--- src/rtl/fp32_pkg.sv ---
`default_nettype none
// ============================================================================
//  Module      : fp32_pkg
//  Description : Shared float32 field widths, constants, FSM state encoding
//                and operand classification used by the fp32 datapath blocks
//                (multiplier, reciprocal, adder, divider).
//  Revision    : 1.0 - initial release
// ============================================================================
package fp32_pkg;

    localparam int EXP_W  = 8;
    localparam int FRAC_W = 23;
    localparam int BIAS   = 127;

    localparam logic [31:0] QNAN    = 32'h7FC0_0000;
    localparam logic [31:0] POS_INF = 32'h7F80_0000;

    typedef enum logic [1:0] {
        ST_IDLE = 2'd0,
        ST_MUL  = 2'd1,
        ST_NORM = 2'd2,
        ST_DONE = 2'd3
    } state_e;

    // Zero and subnormal share a class: subnormal inputs are treated as zero.
    typedef enum logic [1:0] {
        CLS_ZERO   = 2'd0,
        CLS_NORMAL = 2'd1,
        CLS_INF    = 2'd2,
        CLS_NAN    = 2'd3
    } fclass_e;

    function automatic fclass_e fp32_classify(input logic [31:0] x);
        fclass_e c;
        if (x[30:23] == '0)
            c = CLS_ZERO;
        else if (x[30:23] == '1)
            c = (x[22:0] != '0) ? CLS_NAN : CLS_INF;
        else
            c = CLS_NORMAL;
        return c;
    endfunction

endpackage
`default_nettype wire

--- src/rtl/fp32_pack.sv ---
`default_nettype none
// ============================================================================
//  Module      : fp32_pack
//  Description : Combinational normalise / round / pack of a 48-bit mantissa
//                product into float32, with special-operand resolution,
//                overflow to infinity and flush-to-zero underflow.
//                FMUL_F32_ROUND_EN defined -> round-to-nearest-even,
//                otherwise truncate.
//  Revision    : 1.0 - initial release
// ============================================================================
module fp32_pack
    import fp32_pkg::*;
(
    input  logic              sign_i,
    input  logic signed [9:0] exp_i,
    input  logic [47:0]       prod_i,
    input  fclass_e           cls_a_i,
    input  fclass_e           cls_b_i,
    output logic [31:0]       res_o
);

`ifdef FMUL_F32_ROUND_EN
    localparam logic c_RNE = 1'b1;
`else
    localparam logic c_RNE = 1'b0;
`endif

    logic [FRAC_W-1:0] frac;
    logic              guard;
    logic              sticky;
    logic              inc;
    logic [FRAC_W:0]   mant_rnd;
    logic signed [9:0] exp_norm;
    logic signed [9:0] exp_fin;
    logic              any_nan;
    logic              any_inf;
    logic              any_zero;

    // Normalise on bit 47, round, then resolve specials and range limits.
    always_comb begin
        if (prod_i[47]) begin
            frac     = prod_i[46:24];
            guard    = prod_i[23];
            sticky   = |prod_i[22:0];
            exp_norm = exp_i + 10'sd1;
        end else begin
            frac     = prod_i[45:23];
            guard    = prod_i[22];
            sticky   = |prod_i[21:0];
            exp_norm = exp_i;
        end

        // Truncating build leaves c_RNE low so the increment folds away.
        inc      = c_RNE & guard & (sticky | frac[0]);
        mant_rnd = {1'b0, frac} + {{FRAC_W{1'b0}}, inc};
        // A carry out leaves the fraction all-zero: just bump the exponent.
        exp_fin  = exp_norm + {9'd0, mant_rnd[FRAC_W]};

        any_nan  = (cls_a_i == CLS_NAN) || (cls_b_i == CLS_NAN) ||
                   ((cls_a_i == CLS_INF) && (cls_b_i == CLS_ZERO)) ||
                   ((cls_a_i == CLS_ZERO) && (cls_b_i == CLS_INF));
        any_inf  = (cls_a_i == CLS_INF) || (cls_b_i == CLS_INF);
        any_zero = (cls_a_i == CLS_ZERO) || (cls_b_i == CLS_ZERO);

        if (any_nan)
            res_o = QNAN;
        else if (any_inf)
            res_o = {sign_i, POS_INF[30:0]};
        else if (any_zero)
            res_o = {sign_i, 31'h0};
        else if (exp_fin >= 10'sd255)
            res_o = {sign_i, POS_INF[30:0]};
        else if (exp_fin <= 10'sd0)
            res_o = {sign_i, 31'h0};
        else
            res_o = {sign_i, exp_fin[EXP_W-1:0], mant_rnd[FRAC_W-1:0]};
    end

endmodule
`default_nettype wire

--- src/rtl/fmul_f32_seq.sv ---
`default_nettype none
// ============================================================================
//  Module      : fmul_f32_seq
//  Description : Sequential float32 multiplier, start/rdy handshake,
//                24-step shift-add mantissa multiply then one normalise/pack
//                cycle (25 cycles from accept to rdy).
//                FMUL_F32_ROUND_EN defined -> round-to-nearest-even,
//                otherwise truncate.
//  Revision    : 1.0 - initial release
// ============================================================================
module fmul_f32_seq
    import fp32_pkg::*;
(
    input  logic        clk,
    input  logic        rst,
    input  logic        start,
    input  logic [31:0] a,
    input  logic [31:0] b,
    output logic        rdy,
    output logic [31:0] m
);

    state_e            state_q;
    logic [4:0]        cnt_q;
    logic [47:0]       acc_q;
    logic [47:0]       acc_d;
    logic              sign_q;
    logic [EXP_W-1:0]  ea_q;
    logic [EXP_W-1:0]  eb_q;
    logic [23:0]       ma_q;
    logic [23:0]       mb_q;
    fclass_e           cls_a_q;
    fclass_e           cls_b_q;
    logic              rdy_q;
    logic [31:0]       m_q;
    logic signed [9:0] exp_sum;
    logic [31:0]       pack_res;

    // Next accumulator value for the current shift-add step, and the biased
    // exponent sum consumed by the pack stage.
    always_comb begin
        acc_d   = mb_q[cnt_q] ? (acc_q + ({24'd0, ma_q} << cnt_q)) : acc_q;
        exp_sum = $signed({2'b00, ea_q}) + $signed({2'b00, eb_q}) - 10'sd127;
    end

    fp32_pack u_pack (
        .sign_i  (sign_q),
        .exp_i   (exp_sum),
        .prod_i  (acc_q),
        .cls_a_i (cls_a_q),
        .cls_b_i (cls_b_q),
        .res_o   (pack_res)
    );

    // Control FSM with datapath registers; operands latched only on accept.
    always_ff @(posedge clk or posedge rst) begin
        if (rst) begin
            state_q <= ST_IDLE;
            cnt_q   <= '0;
            acc_q   <= '0;
            sign_q  <= 1'b0;
            ea_q    <= '0;
            eb_q    <= '0;
            ma_q    <= '0;
            mb_q    <= '0;
            cls_a_q <= CLS_ZERO;
            cls_b_q <= CLS_ZERO;
            rdy_q   <= 1'b0;
            m_q     <= '0;
        end else begin
            case (state_q)
                ST_IDLE, ST_DONE: begin
                    if (start) begin
                        sign_q  <= a[31] ^ b[31];
                        ea_q    <= a[30:23];
                        eb_q    <= b[30:23];
                        ma_q    <= {(a[30:23] != '0), a[22:0]};
                        mb_q    <= {(b[30:23] != '0), b[22:0]};
                        cls_a_q <= fp32_classify(a);
                        cls_b_q <= fp32_classify(b);
                        acc_q   <= '0;
                        cnt_q   <= '0;
                        rdy_q   <= 1'b0;
                        state_q <= ST_MUL;
                    end
                end
                ST_MUL: begin
                    acc_q <= acc_d;
                    if (cnt_q == 5'd23) begin
                        cnt_q   <= '0;
                        state_q <= ST_NORM;
                    end else begin
                        cnt_q <= cnt_q + 5'd1;
                    end
                end
                ST_NORM: begin
                    m_q     <= pack_res;
                    rdy_q   <= 1'b1;
                    state_q <= ST_DONE;
                end
                default: state_q <= ST_IDLE;
            endcase
        end
    end

    assign rdy = rdy_q;
    assign m   = m_q;

endmodule
`default_nettype wire

--- config.mk ---
export PLATFORM = sky130hd
export DESIGN_NAME = fmul_f32_seq
export DESIGN_NICKNAME = d
export VERILOG_FILES = /design/src/rtl/fp32_pkg.sv /design/src/rtl/fp32_pack.sv /design/src/rtl/fmul_f32_seq.sv
export SDC_FILE = /design/constraint.sdc
export NUM_CORES = 1
export LEC_CHECK = 0
export BUFFER_PORTS_ARGS = -buffer_cell sky130_fd_sc_hd__buf_2
export CAP_MARGIN = 40
export CORE_UTILIZATION = 34
export DETAILED_ROUTE_END_ITERATION = 10
export MAX_ROUTING_LAYER = met4
export SLEW_MARGIN = 40
export SYNTH_ARGS = -nofsm -noshare
export SYNTH_HDL_FRONTEND = slang
export SYNTH_SLANG_ARGS = --single-unit
--- constraint.sdc ---
create_clock -name clk -period 5.5 [get_ports clk]
set_input_delay 0.825 -clock clk [delete_from_list [all_inputs] [get_ports clk]]
set_output_delay 0.825 -clock clk [all_outputs]
set_load 0.01 [all_outputs]
==> impl_metrics.env <==
export IMPL_cp_arrival_ns=5.11
export IMPL_worstPathMaxFanout=11
export IMPL_root_buffer="clkbuf_16"
export IMPL_finalMaxSlewViolations=0
export IMPL_cts_path_max_buffers=2
export IMPL_final_antenna_net_count=0
export IMPL_fin_crit_ns=4.75
export IMPL_ir_drop_mv=0.249
export IMPL_ff_latch_area_um2=3930
export IMPL_synth_edff_count=0
export IMPL_initial_core_util_pct=34.8
export IMPL_grt_pass1_vias=8993
export IMPL_die_x_um=185
export IMPL_n_fill_cell=3284
export IMPL_postCtsHoldBufs=0
export IMPL_swShare_pct=46.2
export IMPL_gr_total_overflow=0
export IMPL_avgViaCountPerCell=5.48
export IMPL_p_sw_w=0.00386
export IMPL_area_delta_synth_final_pct=14.0
export IMPL_synth_area_leaders="dfrtp_1 35%, mux2_2 7.7%, ha_1 7.4%"
export IMPL_slew_limit_headroom_pct=55.9
export IMPL_ys_warnings_count=0
export IMPL_antennaDiodeCount=0
export IMPL_fin_skew_ns=0.0151
export IMPL_ys_seq_area_share_pct=34.5
export IMPL_power_frac_seq_pct=22.5
export IMPL_endpoint_kind="flop"
export IMPL_io_pins=100
export IMPL_setup_viol=0
export IMPL_rrSetupSlack_ns=0.75
export IMPL_drt_pass1_iter_count=5
export IMPL_path_buf_inv=1
export IMPL_netlist_instances=1168
export IMPL_drc=0
export IMPL_postCtsSetupRepairBufs=0
export IMPL_fp_coreArea_um2=32700
export IMPL_r2r_start="cnt_q[1]$_DFFE_PP0P_"
export IMPL_drt_initial_drc_count=755
export IMPL_path_clk_slew_ns=0.08
export IMPL_hpwlAfterDp_um=22000
export IMPL_ys_ff_latch=157
export IMPL_hold_viol=0
export IMPL_place_ws_ns=0.807
export IMPL_syn_avg_cell_area_um2=9.74
export IMPL_multi_input_area_um2=7040
export IMPL_netlist_top_cell_by_area="dfrtp_1"
export IMPL_leakage_nw=5.80
export IMPL_fmax_mhz=211
export IMPL_required_ns=5.86
export IMPL_synth_top_area_share_pct=34.5
export IMPL_routedWlPerCell_um=17.2
export IMPL_tns_ns=0
export IMPL_path_common_cell="a21oi_1"
export IMPL_reg2reg_to="acc_q[37]$_DFFE_PP0P_"
export IMPL_slowest_stage="dfrtp_1"
export IMPL_maxCapViolations=0
export IMPL_start_kind="flop"
export IMPL_critPathKind="reg2reg"
export IMPL_cp_cell_sequence="buf_4 > mux2_2 > nor2_1 > a21oi_1 > a21oi_1 > mux2_2 > mux2i_1 > ha_1 > and3_1 > nand3_1 > or3_1 > o21bai_1 > o21bai_1 > nand2b_1 > a21oi_1 > or4b_1 > nand3_1"
export IMPL_nets=1373
export IMPL_powerDensity_nw_per_um2=645
export IMPL_die_area_um2=34200
export IMPL_intPower_w=0.00450
export IMPL_ys_flop_type="dfrtp_1"
export IMPL_crit_family="simple AND/OR/NAND/NOR gates"
export IMPL_ys_types=76
export IMPL_post_route_period_util_pct=86.4
export IMPL_outcome="completed"
export IMPL_async_flop_share_pct=100
export IMPL_worst_slew_pin_slew_ns=0.654
export IMPL_hold_path_class="in2async"
export IMPL_pwr_share_clk_pct=15.4
export IMPL_wl_um=29100
export IMPL_setup_ws_ns=0.750
export IMPL_grt_pass1_wl_um=48300
export IMPL_rows=66
export IMPL_syn_num_nets=1304
export IMPL_cts_resized=0
export IMPL_netlist_area_um2=11400
export IMPL_fp_dieH_um=185
export IMPL_clock_latency_ns=0.44
export IMPL_cts_max_level=4
export IMPL_num_vias=9265
export IMPL_share_comb_of_total_power_pct=62.1
export IMPL_ff2ff_path_depth=17
export IMPL_clkSinkCount=157
export IMPL_gp_congestion=0.908
export IMPL_layout_common_cells="157 x dfrtp_1, 99 x buf_2, 82 x nand2_1"
export IMPL_grt_max_degree=74
export IMPL_port_buffers=99
export IMPL_max_stage_delay_ns=0.69
export IMPL_drive_above_1_share_pct=22.9
export IMPL_rsz0062_at_grt="false"
export IMPL_cts_tree="done"
export IMPL_antenna_found_initial=0
export IMPL_grt_use_total_pct=18.3
export IMPL_cts_buffers=17
export IMPL_final_common_cell="dfrtp_1"
worst reg2reg max path, delay by kind of cell (launching register included):
kind / cells / cell delay (ns)
simple gates: 7 / 1.71
compound gates: 5 / 0.84
flops: 1 / 0.69
buf+inv: 1 / 0.29
mux: 3 / 0.72
fa+ha+maj: 1 / 0.44
logic make-up after synthesis:
| kind of cell | Yosys count | share of synthesized area, % |
|---|---|---|
| AND/OR/NAND/NOR | 299 | 13.4 |
| AO/OA/AOI/OAI | 330 | 20.7 |
| adder cells (fa/ha/maj) | 69 | 7.72 |
| buffers and inverters | 110 | 3.80 |
| multiplexers | 157 | 16.2 |
| flip-flops | 157 | 34.5 |
| XOR/XNOR | 46 | 3.61 |
layer usage:
layer	wire length, um	track usage (%)	up-vias	part of all wire [%]
met5	0	-	-	0
met4	454	4.63	0	1.6
met3	1220	2.87	29	4.2
met2	13200	28.0	179	45
met1	14200	25.1	4526	49
li1	-	-	4531	-
how the worst max path moves through the flow:
stage,start,end,cells after the start
finish,cnt_q[1]$_DFFE_PP0P_,acc_q[37]$_DFFE_PP0P_,17
global route,cnt_q[0]$_DFFE_PP0P_,acc_q[44]$_DFFE_PP0P_,17
CTS,cnt_q[0]$_DFFE_PP0P_,acc_q[37]$_DFFE_PP0P_,15
detailed placement,cnt_q[1]$_DFFE_PP0P_,acc_q[37]$_DFFE_PP0P_,17
global placement,cnt_q[0]$_DFFE_PP0P_,acc_q[37]$_DFFE_PP0P_,15
floorplan,rst,acc_q[0]$_DFFE_PP0P_,1
synthesized netlist by cell type, types with 6 or more instances:
library cell and instances:
a211oi_1 8, a21o_1 27, a21oi_1 66, a22o_1 41, a31oi_1 16, and2_1 11
and3_1 9, buf_1 7, clkbuf_1 50, dfrtp_1 157, ha_1 67, inv_1 45
mux2_2 78, mux2i_1 65, mux4_2 14, nand2_1 83, nand2b_1 15, nand3_1 30
nand4_1 13, nor2_1 66, nor2b_1 9, nor3_1 10, nor4_1 16, o211ai_1 9
o21a_1 6, o21ai_0 63, o21bai_1 6, o22ai_1 20, o22ai_2 22, or2_2 6
or3_1 6, xnor2_1 30, xor2_1 15
power groups by stage:
stage / clock, W / sequential (W) / combinational, W
floorplan: 0 / 0.00180 / 0.00408
global placement: 0 / 0.00189 / 0.00509
detailed placement: 0 / 0.00190 / 0.00516
CTS: 0.00131 / 0.00188 / 0.00520
global route: 0.00137 / 0.00194 / 0.00575
finish: 0.00128 / 0.00188 / 0.00519
metrics by stage:
step	hold slack, ns	power, W	util, %	cell area, um2	cells
after floorplan	0.445	0.00587	-	11400	1168
after global placement	0.481	0.00698	37.6	12300	1660
after detailed placement	0.489	0.00706	37.7	12300	1660
after CTS	0.502	0.00840	39.6	13000	1692
after global routing	0.518	0.00906	39.7	13000	1692
final	0.485	0.00836	39.7	13000	1692
area by class of cell:
cell class                      count  share of cell area, %
Clock buffer                       17                   3.28
Clock inverter                     15                   1.70
Inverter                           47                   1.40
Multi-Input combinational cell    901                   54.3
Sequential cell                   157                   30.3
Tap cell                          442                   4.26
Timing Repair Buffer              113                   4.76
flip-flops by register name, summed over array words and instances (netlist names), 2 cells and up:
| name | count |
|---|---|
| eb_q | 8 |
| cls_a_q | 2 |
| state_q | 2 |
| mb_q | 24 |
| acc_q | 48 |
| m | 32 |
| ma_q | 24 |
| ea_q | 8 |
| cls_b_q | 2 |
| cnt_q | 5 |
No activity file was read; power rests on OpenSTA's default activity.
